<file path="src/rtl/rr_arbiter_ctrl_if.sv">
// rtl/rr_arbiter_ctrl_if.sv - request/grant bundle between requesters and rr_arbiter_ctrl
//   request  : per-requester request level (driven by requesters)
//   grant    : registered one-hot grant, zero when idle
//   grant_id : binary index of the owner, meaningful only while busy
//   busy     : any grant bit set
//   rotate   : one-cycle pulse when a hold-limit rotation takes effect
//   master modport = requester side, slave modport = arbiter side
interface rr_arbiter_ctrl_if #(
    parameter int NUM_REQ = 4
);
    localparam int ID_W = $clog2(NUM_REQ);

    logic [NUM_REQ-1:0] request;
    logic [NUM_REQ-1:0] grant;
    logic [ID_W-1:0]    grant_id;
    logic               busy;
    logic               rotate;

    modport master (
        output request,
        input  grant,
        input  grant_id,
        input  busy,
        input  rotate
    );

    modport slave (
        input  request,
        output grant,
        output grant_id,
        output busy,
        output rotate
    );
endinterface

</file>
<file path="src/rtl/rr_arbiter_ctrl.sv">
// rtl/rr_arbiter_ctrl.sv - registered round-robin arbiter with grant hold and hold-time limit
//   clk      : single clock, rising edge
//   reset_n  : asynchronous active-low reset
//   arb      : rr_arbiter_ctrl_if.slave (request in; grant, grant_id, busy, rotate out)
//   Optional macro ARB_HOLD_LIMIT_EN: when defined, an owner that has held the grant for
//   MAX_HOLD cycles while others wait is forcibly rotated out and rotate pulses; when
//   undefined the owner keeps the grant until it drops its request and rotate is 0.
module rr_arbiter_ctrl #(
    parameter int NUM_REQ  = 4,
    parameter int MAX_HOLD = 8
) (
    input  logic              clk,
    input  logic              reset_n,
    rr_arbiter_ctrl_if.slave  arb
);
    localparam int              ID_W      = $clog2(NUM_REQ);
    localparam logic [ID_W-1:0] LAST_ID   = ID_W'(NUM_REQ - 1);
    localparam logic [ID_W:0]   NUM_REQ_W = (ID_W + 1)'(NUM_REQ);

    generate
        if (NUM_REQ < 2 || NUM_REQ > 16 || MAX_HOLD < 1) begin : g_bad_params
            $error("rr_arbiter_ctrl: NUM_REQ must be 2..16 and MAX_HOLD >= 1");
        end
    endgenerate

    typedef enum logic {
        IDLE,
        OWN
    } state_t;

    state_t             state;
    logic [NUM_REQ-1:0] grant_q;
    logic [ID_W-1:0]    grant_id_q;
    logic               busy_q;
    logic [ID_W-1:0]    ptr;

`ifdef ARB_HOLD_LIMIT_EN
    localparam int               CNT_W    = $clog2(MAX_HOLD + 1);
    localparam logic [CNT_W-1:0] HOLD_MAX = CNT_W'(MAX_HOLD);

    logic [CNT_W-1:0] hold_cnt;
    logic             rotate_q;
    logic             hold_expired;
    logic             others_pending;

    assign hold_expired   = (hold_cnt == HOLD_MAX);
    // grant_q is the owner's one-hot in OWN, so masking it leaves only waiting requesters
    assign others_pending = |(arb.request & ~grant_q);
`endif

    logic               owner_req;
    logic [ID_W-1:0]    owner_next;
    logic [ID_W-1:0]    scan_base;
    logic [NUM_REQ-1:0] rotated;
    logic [NUM_REQ-1:0] scan_tmp;
    logic               found;
    logic [ID_W-1:0]    offset;
    logic [ID_W:0]      win_sum;
    logic [ID_W-1:0]    win;
    logic [NUM_REQ-1:0] win_onehot;

    assign owner_req  = arb.request[grant_id_q];
    assign owner_next = (grant_id_q == LAST_ID) ? '0 : grant_id_q + ID_W'(1);

    // From IDLE the scan starts at the round-robin pointer; from OWN (release or forced
    // rotation) it starts just past the current owner.
    assign scan_base  = (state == IDLE) ? ptr : owner_next;

    // Rotate the request vector so bit 0 is the scan start, then find the lowest set bit.
    assign rotated = NUM_REQ'({arb.request, arb.request} >> scan_base);

    always_comb begin
        scan_tmp = rotated;
        found    = 1'b0;
        offset   = '0;
        for (int i = 0; i < NUM_REQ; i++) begin
            if (!found) begin
                if (scan_tmp[0]) begin
                    found = 1'b1;
                end else begin
                    offset = offset + ID_W'(1);
                end
            end
            scan_tmp = scan_tmp >> 1;
        end
    end

    // Map the offset back to an absolute requester index modulo NUM_REQ, which need not
    // be a power of two.
    assign win_sum    = {1'b0, scan_base} + {1'b0, offset};
    assign win        = (win_sum >= NUM_REQ_W) ? ID_W'(win_sum - NUM_REQ_W) : win_sum[ID_W-1:0];
    assign win_onehot = NUM_REQ'(1) << win;

    always_ff @(posedge clk or negedge reset_n) begin
        if (!reset_n) begin
            state      <= IDLE;
            grant_q    <= '0;
            grant_id_q <= '0;
            busy_q     <= 1'b0;
            ptr        <= '0;
`ifdef ARB_HOLD_LIMIT_EN
            rotate_q   <= 1'b0;
            hold_cnt   <= '0;
`endif
        end else begin
`ifdef ARB_HOLD_LIMIT_EN
            rotate_q <= 1'b0;
`endif
            case (state)
                IDLE: begin
                    if (found) begin
                        grant_q    <= win_onehot;
                        grant_id_q <= win;
                        busy_q     <= 1'b1;
                        state      <= OWN;
`ifdef ARB_HOLD_LIMIT_EN
                        hold_cnt   <= CNT_W'(1);
`endif
                    end
                end
                OWN: begin
                    if (!owner_req) begin
                        // Release: hand over on the same edge if anyone else is waiting.
                        ptr <= owner_next;
                        if (found) begin
                            grant_q    <= win_onehot;
                            grant_id_q <= win;
`ifdef ARB_HOLD_LIMIT_EN
                            hold_cnt   <= CNT_W'(1);
`endif
                        end else begin
                            grant_q    <= '0;
                            grant_id_q <= '0;
                            busy_q     <= 1'b0;
                            state      <= IDLE;
                        end
                    end
`ifdef ARB_HOLD_LIMIT_EN
                    else if (hold_expired && others_pending) begin
                        // Scan from owner+1 cannot return the owner while others wait.
                        grant_q    <= win_onehot;
                        grant_id_q <= win;
                        rotate_q   <= 1'b1;
                        hold_cnt   <= CNT_W'(1);
                    end else if (!hold_expired) begin
                        // Saturates at MAX_HOLD while the owner is alone.
                        hold_cnt <= hold_cnt + CNT_W'(1);
                    end
`endif
                end
                default: state <= IDLE;
            endcase
        end
    end

    assign arb.grant    = grant_q;
    assign arb.grant_id = grant_id_q;
    assign arb.busy     = busy_q;
`ifdef ARB_HOLD_LIMIT_EN
    assign arb.rotate   = rotate_q;
`else
    assign arb.rotate   = 1'b0;
`endif
endmodule

</file>
<file path="src/flat_wrapper.sv">
// flat-port wrapper written by rule: the top's interface ports become plain ports
module rr_arbiter_ctrl_flat 
#(
    parameter int NUM_REQ  = 4,
    parameter int MAX_HOLD = 8
)
  (clk, reset_n, arb_request, arb_grant, arb_grant_id, arb_busy, arb_rotate);
  rr_arbiter_ctrl_if #(.NUM_REQ(NUM_REQ)) arb_i ();
  input  logic clk;
  input  logic reset_n;
  input wire logic [$bits(arb_i.request)-1:0] arb_request;
  output wire logic [$bits(arb_i.grant)-1:0] arb_grant;
  output wire logic [$bits(arb_i.grant_id)-1:0] arb_grant_id;
  output wire logic [$bits(arb_i.busy)-1:0] arb_busy;
  output wire logic [$bits(arb_i.rotate)-1:0] arb_rotate;
  assign arb_i.request = arb_request;
  assign arb_grant = arb_i.grant;
  assign arb_grant_id = arb_i.grant_id;
  assign arb_busy = arb_i.busy;
  assign arb_rotate = arb_i.rotate;
  rr_arbiter_ctrl #(.NUM_REQ(NUM_REQ), .MAX_HOLD(MAX_HOLD)) u_core (.clk(clk), .reset_n(reset_n), .arb(arb_i));
endmodule
</file>
<file path="config.mk">
export PLATFORM = sky130hd
export DESIGN_NAME = rr_arbiter_ctrl_flat
export DESIGN_NICKNAME = d
export VERILOG_FILES = /design/src/rtl/rr_arbiter_ctrl_if.sv /design/src/rtl/rr_arbiter_ctrl.sv /design/src/flat_wrapper.sv
export SDC_FILE = /design/constraint.sdc
export NUM_CORES = 1
export LEC_CHECK = 0
export CAP_MARGIN = 20
export CORE_MARGIN = 3
export CORE_UTILIZATION = 55
export DETAILED_ROUTE_END_ITERATION = 8
export MAX_ROUTING_LAYER = met4
export PLACE_DENSITY = 0.83
export SKIP_LAST_GASP = 1
export SLEW_MARGIN = 20
export SYNTH_ARGS = -nofsm -noshare
export SYNTH_HDL_FRONTEND = slang
export SYNTH_SLANG_ARGS = --single-unit
</file>
<file path="constraint.sdc">
create_clock -name clk -period 8 [get_ports clk]
set_input_delay 1.2 -clock clk [delete_from_list [all_inputs] [get_ports clk]]
set_output_delay 1.2 -clock clk [all_outputs]
set_load 0.02 [all_outputs]
</file>
-- Word level (Yosys, flattened, before mapping)
Cells that the tools add are included.
- add/subtract/negate cells: 6
- magnitude comparators: 2
- eq/ne operators: 4
- shift-type cells: 2
- multiplexer cells: 34
- bitwise gates (word level): 2
- reductions and logical operators: 3
- operators by type and width (operator ; number):
    2-to-1 mux 2 bit ; 12
    2-to-1 mux 1 bit ; 14
    2-to-1 mux 4 bit ; 3
    one-hot mux 4 bit (2 select lines) ; 1
    right shift 8 x 2 -> 4 bit ; 1
    adder 2 x 1 -> 2 bit, second input constant ; 3
    != test 2 bit, second input constant ; 2
    one-hot mux 1 bit (2 select lines) ; 2
    one-hot mux 2 bit (2 select lines) ; 1
    AND reduction 2 bit ; 2
    << shifter 1 x 2 -> 4 bit, first input constant ; 1
    adder 2 x 2 -> 3 bit ; 1
    greater-or-equal comparator 3 bit, second input constant ; 1
    < comparator 2 x 3 -> 1 bit, second input constant ; 1
    AND reduction 3 bit ; 1
    adder 1 x 1 -> 2 bit, second input constant ; 1
    binary-select mux 1 bit (select 2 bit) ; 1
    equality test 2 bit, second input constant ; 1
    != test 2 x 1 -> 1 bit, second input constant ; 1
    NOT 1 bit ; 2
    subtractor 2 x 1 -> 2 bit, second input constant ; 1
- register bits: 10
- input bits: 6
- output and inout bits: 8
- logic and storage cells: 58

-- Longest topological paths before layout
Gate-level depths: netlist (run 1).
- word-level depth: 21
- gate-level depth with buffers: 10
- mapped depth without buffers: 10

-- Worst setup path after synthesis (run 1)
No wires, ideal clock.
- path kind: input port to flip-flop
- from: input port arb_request[1]
- to: register u_core.grant_q[0], in the netlist u_core.arb.grant[0]
- library setup time: 0.121 ns
- arrival time: 2.705 ns
- data required time: 7.879 ns
- setup slack: 5.174 ns
- cell stages on the path: 9
- buffers on the path: 0
- path through: inv_1 -> o21ai_0 -> a21oi_1 -> nor3_1 -> a31oi_1 -> ha_1 -> or3_4 -> and2_4 -> a22o_1
- cells in the longest elaborated chain, start to end: 18
- elaborated cells between the ends (all ways): 32
- those cells by class: add/sub: 5; order compare: 1; eq/ne: 2; shift: 2; mux: 21; reduce/logical: 1
- ends and longest elaborated chain (item ; line ; source):
    start: declaration ; flat_wrapper.sv:11 ; input wire logic [$bits(arb_i.request)-1:0] arb_request;
    right shift 8 x 2 -> 4 bit ; rr_arbiter_ctrl.sv:70 ; assign rotated = NUM_REQ'({arb.request, arb.request} >> scan_base);
    2-to-1 mux 1 bit ; rr_arbiter_ctrl.sv:78 ; if (scan_tmp[0]) begin
    adder 1 x 1 -> 2 bit ; rr_arbiter_ctrl.sv:81 ; offset = offset + ID_W'(1);
    2-to-1 mux 2 bit ; rr_arbiter_ctrl.sv:78 ;
    2-to-1 mux 2 bit ; rr_arbiter_ctrl.sv:77 ; if (!found) begin
    adder 2 x 1 -> 2 bit ; rr_arbiter_ctrl.sv:81 ;
    2-to-1 mux 2 bit ; rr_arbiter_ctrl.sv:78 ;
    2-to-1 mux 2 bit ; rr_arbiter_ctrl.sv:77 ;
    (+2 left out) ; - ;
    2-to-1 mux 2 bit ; rr_arbiter_ctrl.sv:77 ;
    adder 2 x 2 -> 3 bit ; rr_arbiter_ctrl.sv:90 ; assign win_sum = {1'b0, scan_base} + {1'b0, offset};
    greater-or-equal comparator 3 bit / subtractor 2 x 1 -> 2 bit (equally long branches) ; rr_arbiter_ctrl.sv:91 ; assign win = (win_sum >= NUM_REQ_W) ? ID_W'(win_sum - NUM_REQ_W) : win_sum[ID_W-1:0];
    2-to-1 mux 2 bit ; rr_arbiter_ctrl.sv:91 ;
    << shifter 1 x 2 -> 4 bit ; rr_arbiter_ctrl.sv:92 ; assign win_onehot = NUM_REQ'(1) << win;
    2-to-1 mux 4 bit ; rr_arbiter_ctrl.sv:125 ; if (found) begin
    2-to-1 mux 4 bit ; rr_arbiter_ctrl.sv:122 ; if (!owner_req) begin
    one-hot mux 4 bit (2 select lines) ; rr_arbiter_ctrl.sv:109 ; case (state)
    end signal: assignment ; rr_arbiter_ctrl.sv:112 ; grant_q <= win_onehot;
    end signal: assignment ; rr_arbiter_ctrl.sv:126 ; grant_q <= win_onehot;
    end: declaration ; rr_arbiter_ctrl.sv:32 ; logic [NUM_REQ-1:0] grant_q;
Several ways; a longest one is shown, not always the timed one. The select of a mux whose other input is x is not followed.
A chain may end at the register's enable or synchronous reset.

-- Worst setup path after layout (run 1)
Same ends and word-level chain as after synthesis.

==> out/metrics.yaml, run 1 <==
worst_setup_path:
  crit_start: "arb_request[1]"
  r2r_slack_ns: 5.03
  required_ns: 8.15
  r2r-end: "u_core.arb.grant[0]$_DFFE_PN0P_"
  endpoint_kind: "flip-flop"
  critical_path_class: "in2reg"
  rr_worst_depth: 10
  crit_arrival_ns: 3.50
  reg2reg_from: "u_core.arb.grant_id[0]$_DFFE_PN0P_"
  crit_fanout: 6
  start_kind: "input port"
die:
  initial_utilization_pct: 60.5
  core_um2: 1330
  dieWidth_um: 44.3
  dieArea_um2: 1960
  fp.dieH_um: 44.3
  ios: 14
  num_rows: 13
global_routing:
  grt_max_degree: 12
  first_global_vias: 684
  grt_first_pass_wirelength_um: 2900
  grt_usage_pct: 20.8
  antenna_found_initial: 0
  grt_overflow: 0
power_and_ir_drop:
  intPower_uw: 203
  leakagePower_nw: 0.396
  seq_power_share_pct: 25.5
  power.density_nw_per_um2: 390
  comb_power_share_pct: 65.6
  p_clk_share_pct: 9.0
  p_sw_uw: 162
  ir_worst_vdd_v: 0.000222
  switching_share_pct: 44.4
yosys:
  yosysTopAreaCell: "dfrtp_1"
  synth_cells: 92
  ys_types: 42
  ys_seq_elements: 10
  synth_common_cells: "nand2_1 (11), dfrtp_1 (10), a21oi_1 (9)"
  yosysWarnings: 0
  syn_nets: 100
  synth_seq_area_share_pct: 31.0
  synth_area_um2: 807
  syn_avg_cell_area_um2: 8.77
  synthTopCellsByArea: "dfrtp_1 (31%), a21oi_1 (5.6%), mux4_2 (5.6%), nand2_1 (5.1%), o221ai_2 (3.7%)"
  post-synth-top-area-fraction_pct: 31.0
  synthFlopType: "dfrtp_1"
  async_flop_share_pct: 100
  synth_edf_count: 0
  synth_most_common_cell: "nand2_1"
clocking:
  cts_buffers: 3
  cts_tree: "done"
  ctsResizeCount: 0
  cts-root-buf: "clkbuf_4"
  clk-insertion-delay-late_ns: 0.26
  cts_htree_levels: 1
  clockBufferDepth: 2
  clkSinkCount: 10
  postCtsSetupRepairBufs: 0
  ctsHoldBuffers: 0
  path_clk_slew_ns: 0.06
detailed_routing:
  drc: 0
  route.vias.total: 737
  dr.pass1.iters: 4
  drtIter0Drc: 10
  vias_per_cell: 6.30
  wl_per_cell_um: 14.5
  ant_nets: 0
  wirelength_um: 1690
sta:
  fmax_ghz: 0.299
  slew_violations: 0
  layout_worst_path_cycle_share_pct: 41.9
  tns_ns: 0
  min_period_ns: 3.35
  skew_ns: 0.0110
  setup_viol: 0
  rsz0062_at_grt: "false"
  finalHoldViolations: 0
layout:
  fin_area_um2: 935
  fin_nets: 112
  area_delta_synth_final_pct: 15.8
  num-fill-cells: 105
  antenna_cells: 0
  drive_above_1_share_pct: 14.7
hold_path:
  hp-class: "reg2reg"
  min-delay-start: "u_core.arb.grant[1]$_DFFE_PN0P_"
  min_path_cells: 2
  hold_end: "u_core.arb.grant[1]$_DFFE_PN0P_"
place:
  dp_hpwl_um: 1330
  io_buffers: 12
  globalplace.congestion: 0.960
  place_area_um2: 912
flow_run:
  drv_cap: 0
outcome:
  status: "finished, final reports clean"
-- layout by cell type, fill, tap and decap left out, types with 2 or more instances in the layout --
cell	synthesis	routed
nor2_1	4	4
o21ai_1	4	4
a21o_1	2	2
ha_1	2	2
o31ai_1	2	2
inv_1	4	4
clkbuf_4	0	3
dfrtp_1	10	10
nand2_1	11	11
a21oi_1	9	9
a22o_1	2	2
nor3_1	2	2
mux4_2	2	2
o21ai_0	3	3
o221ai_2	2	2
clkdlybuf4s50_1	0	12
o211ai_1	2	2
nor2b_1	3	3
-- power groups by stage --
stage	clock network [mW]	registers [mW]	logic, mW
after global placement	0	0.0931	0.233
after global routing	0.0348	0.0964	0.263
after detailed placement	0	0.0940	0.236
after CTS	0.0336	0.0929	0.238
after floorplan	0	0.105	0.162
final	0.0326	0.0927	0.239
-- metal layers --
layer	vias up	share of wire (%)	global-route usage [%]
li1	354	-	-
met1	354	46	26.2
met2	24	47	32.3
met3	5	5.4	2.44
met4	0	1.8	11.4
met5	-	0	-
-- stage by stage --
step	utilization [%]	cells	setup slack, ns	hold WS, ns	total power, mW
6_report	70.1	117	4.65	0.482	0.364
5_1_grt	70.1	117	4.44	0.523	0.395
2_1_floorplan	-	92	5.17	0.490	0.267
3_3_place_gp	68.4	114	4.49	0.470	0.326
3_5_place_dp	68.4	114	4.40	0.475	0.330
4_1_cts	70.1	117	4.67	0.489	0.364
-- kinds of logic after synthesis --
group                    count (synthesis)  synth area share, %
flip-flops                              10                 31.0
AND/OR/NAND/NOR                         31                 20.2
adder cells (fa/ha/maj)                  3                 4.34
multiplexers                             5                 10.1
AO/OA/AOI/OAI                           32                 27.4
buffers and inverters                   10                 6.51
other                                    1                0.465
-- worst max-delay path: stages --
cell and delay (ns):
clkdlybuf4s50_1 0.57, inv_1 0.13, o21ai_0 0.26, a21oi_1 0.10, nor3_1 0.18, a31oi_1 0.06
ha_1 0.21, or3_4 0.40, and2_4 0.17, a22o_1 0.22
-- registers in the layout, indices dropped and copies added (netlist names) --
register	cells
u_core.arb.grant	4
u_core.arb.grant_id	2
u_core.ptr	2
u_core.arb.busy	1
u_core.state	1
-- worst max path at each step --
stage | endpoint | cells past startpoint
finish | u_core.arb.grant[0]$_DFFE_PN0P_ | 10
global route | u_core.arb.grant[0]$_DFFE_PN0P_ | 10
CTS | u_core.arb.grant[0]$_DFFE_PN0P_ | 10
detailed placement | u_core.arb.grant[0]$_DFFE_PN0P_ | 10
global placement | u_core.arb.grant[0]$_DFFE_PN0P_ | 10
floorplan | u_core.arb.grant[0]$_DFFE_PN0P_ | 9
-- area by class of cell --
type	instances	area, um^2	area share (%)
Clock buffer	3	22.5	2.41
Timing Repair Buffer	12	120	12.9
Sequential cell	10	250	26.8
Tap cell	15	18.8	2.01
Multi-Input combinational cell	72	504	53.9
Inverter	5	18.8	2.01
Power figures use the tool's default switching activity.
==> run 2: changes to the inputs <==
Settings changed: CORE_UTILIZATION 55 to 51, PLACE_DENSITY 0.83 to 0.77.
Clock period 8 ns to 3.1 ns, I/O delays scaled along.
==> run 2 against run 1 <==
Compared with the run above: register-to-register slack lost 4.7 ns; clock power grew to 2.5 times the previous value; worst hold slack better by 0.018 ns.
==> out/metrics.yaml, run 2 (same netlist as run 1, synthesis figures left out) <==
sta:
  finalHoldViolations: 0  # unchanged
  whs_ns: 0.500  # was 0.482 ns
  setup_viol: 0  # unchanged
  skew_ns: 0.00600  # was 0.0110 ns
  rsz0062_at_grt: "false"  # unchanged
  slew_violations: 0  # unchanged
  min_period_ns: 2.75
  fmax_ghz: 0.363
  tns_ns: 0  # unchanged
  layout_worst_path_cycle_share_pct: 88.9
worst_setup_path:
  start_kind: "flip-flop"  # was input port
  cp-endpoint: "u_core.arb.grant_id[1]$_DFFE_PN0P_"  # was u_core.arb.grant[0]$_DFFE_PN0P_
  crit_path_frequent_cell: "ha_1"
  required_ns: 3.29  # was 8.15 ns
  crit_arrival_ns: 2.95  # was 3.50 ns
  rr_worst_depth: 10  # unchanged
  crit_fanout: 4  # was 6
  endpoint_kind: "flip-flop"  # unchanged
  worstPathCellList: "ha_1 -> mux2_1 -> o21ai_0 -> a21oi_1 -> nor3_1 -> a31oi_1 -> ha_1 -> or3_4 -> a311oi_1 -> a21o_1"  # was clkdlybuf4s50_1 -> inv_1 -> o21ai_0 -> a21oi_1 -> nor3_1 -> a31oi_1 -> ha_1 -> or3_4 -> and2_4 -> a22o_1
  crit_start: "u_core.arb.grant_id[0]$_DFFE_PN0P_"  # was arb_request[1]
  max_stage_delay_ns: 0.41  # was 0.57 ns
  critPathSlowestCell: "or3_4"  # was clkdlybuf4s50_1
  critical_path_class: "reg2reg"  # was in2reg
  reg2reg_from: "u_core.arb.grant_id[0]$_DFFE_PN0P_"  # unchanged
  r2r-end: "u_core.arb.grant_id[1]$_DFFE_PN0P_"  # was u_core.arb.grant[0]$_DFFE_PN0P_
  r2r_slack_ns: 0.35  # was 5.03 ns
clocking:
  ctsHoldBuffers: 0  # unchanged
  postCtsSetupRepairBufs: 0  # unchanged
  ctsResizeCount: 0  # unchanged
  clockBufferDepth: 2  # unchanged
  clk-insertion-delay-late_ns: 0.25  # was 0.26 ns
  cts_buffers: 3  # unchanged
  cts_htree_levels: 1  # unchanged
  cts_tree: "done"  # unchanged
  cts-root-buf: "clkbuf_4"  # unchanged
  clkSinkCount: 10  # unchanged
  path_clk_slew_ns: 0.06  # about the same
place:
  dp_hpwl_um: 1490  # was 1330 um
  io_buffers: 12  # unchanged
  globalplace.congestion: 0.876  # was 0.960
detailed_routing:
  wirelength_um: 1850  # was 1690 um
  drtIter0Drc: 28  # was 10
  vias_per_cell: 5.98  # was 6.30
  drc: 0  # unchanged
  dr.pass1.iters: 4  # unchanged
  ant_nets: 0  # unchanged
  route.vias.total: 729  # was 737
  wl_per_cell_um: 15.2  # was 14.5 um
layout:
  largest_register_ffs: 4  # unchanged
  layout_common_cells: "clkdlybuf4s50_1 (12), nand2_1 (11), dfrtp_1 (10)"  # unchanged
  multi_input_comb_area_um2: 504  # unchanged
  fin_nets: 117  # was 112
  drive_above_1_share_pct: 18.7  # was 14.7%
  area_delta_synth_final_pct: 20.5  # was 15.8%
  num-fill-cells: 113  # was 105
  layout_commonest_cell: "clkdlybuf4s50_1"  # unchanged
  antenna_cells: 0  # unchanged
  seqCellArea_um2: 250  # unchanged
die:
  fp.dieH_um: 45.8  # was 44.3 um
  ios: 14  # unchanged
  num_rows: 13  # unchanged
  dieArea_um2: 2100  # was 1960 um^2
  core_um2: 1400  # was 1330 um^2
  dieWidth_um: 45.8  # was 44.3 um
  initial_utilization_pct: 57.7  # was 60.5%
hold_path:
  hp-class: "reg2reg"  # unchanged
global_routing:
  grt_overflow: 0  # unchanged
  antenna_found_initial: 0  # unchanged
  grt_first_pass_wirelength_um: 3220  # was 2900 um
  grt_max_degree: 12  # unchanged
  grt_usage_pct: 22.3  # was 20.8%
  first_global_vias: 708  # was 684
power_and_ir_drop:
  leakagePower_nw: 0.420  # was 0.396 nW
  power.density_nw_per_um2: 1010  # was 390 nW/um^2
  ir_worst_vdd_v: 0.000572  # was 0.000222 V
outcome:
  status: "finished, final reports clean"  # unchanged
flow_run:
  drv_cap: 0  # unchanged
-- run 2: report_power, final --
part	total, mW	internal [mW]	switching (mW)
Clock	0.0824	0.0445	0.0379
Sequential	0.219	0.182	0.0374
Combinational	0.679	0.326	0.353
Total	0.981	0.553	0.428
-- run 2: stage by stage --
stage,setup WS (ns),instance area [um^2],std cells,utilization [%],total power [mW]
after CTS,0.354,972,122,69.5,0.982
after global routing,0.163,972,122,69.5,1.07
after detailed placement,0.373,950,119,67.9,0.896
after global placement,0.428,950,119,67.9,0.876
final,0.345,972,122,69.5,0.981
after floorplan,0.296,807,92,-,0.689
-- run 2: layout make-up --
cell class / instances / share of cell area [%]
multi-input cells: 72 / 51.9
flip-flops and latches: 10 / 25.7
repair buffers: 17 / 16.2
clock buffers: 3 / 2.32
inverters: 5 / 1.93
well taps: 15 / 1.93
-- run 2: how the worst min path moves through the flow --
stage                                                from                              end  slack, ns  cells past startpoint
after global routing      u_core.arb.grant[3]$_DFFE_PN0P_  u_core.arb.grant[3]$_DFFE_PN0P_       0.51                      2
after CTS                 u_core.arb.grant[3]$_DFFE_PN0P_  u_core.arb.grant[3]$_DFFE_PN0P_       0.49                      2
after floorplan                                   reset_n      u_core.arb.busy$_DFFE_PN0P_       0.17                      0
after detailed placement  u_core.arb.grant[3]$_DFFE_PN0P_  u_core.arb.grant[3]$_DFFE_PN0P_       0.48                      2
after global placement    u_core.arb.grant[3]$_DFFE_PN0P_  u_core.arb.grant[3]$_DFFE_PN0P_       0.47                      2
final                     u_core.arb.grant[1]$_DFFE_PN0P_  u_core.arb.grant[1]$_DFFE_PN0P_       0.50                      2
-- run 2: critical path: cells and delay by family, from the launching register on --
family                     cells  cell delay, ns
AOI/OAI and AO/OA              5            0.82
adders and majority gates      2            0.54
DFF                            1            0.38
muxes                          1            0.36
and+or+nand+nor                2            0.59
-- run 2: routing by layer --
metal / vias up / GRT usage [%] / wire [um]
met2: 16 / 32.6 / 889
met5: - / - / 0
li1: 367 / - / -
met1: 344 / 31.7 / 879
met3: 2 / 2.37 / 65
met4: 0 / 8.52 / 18
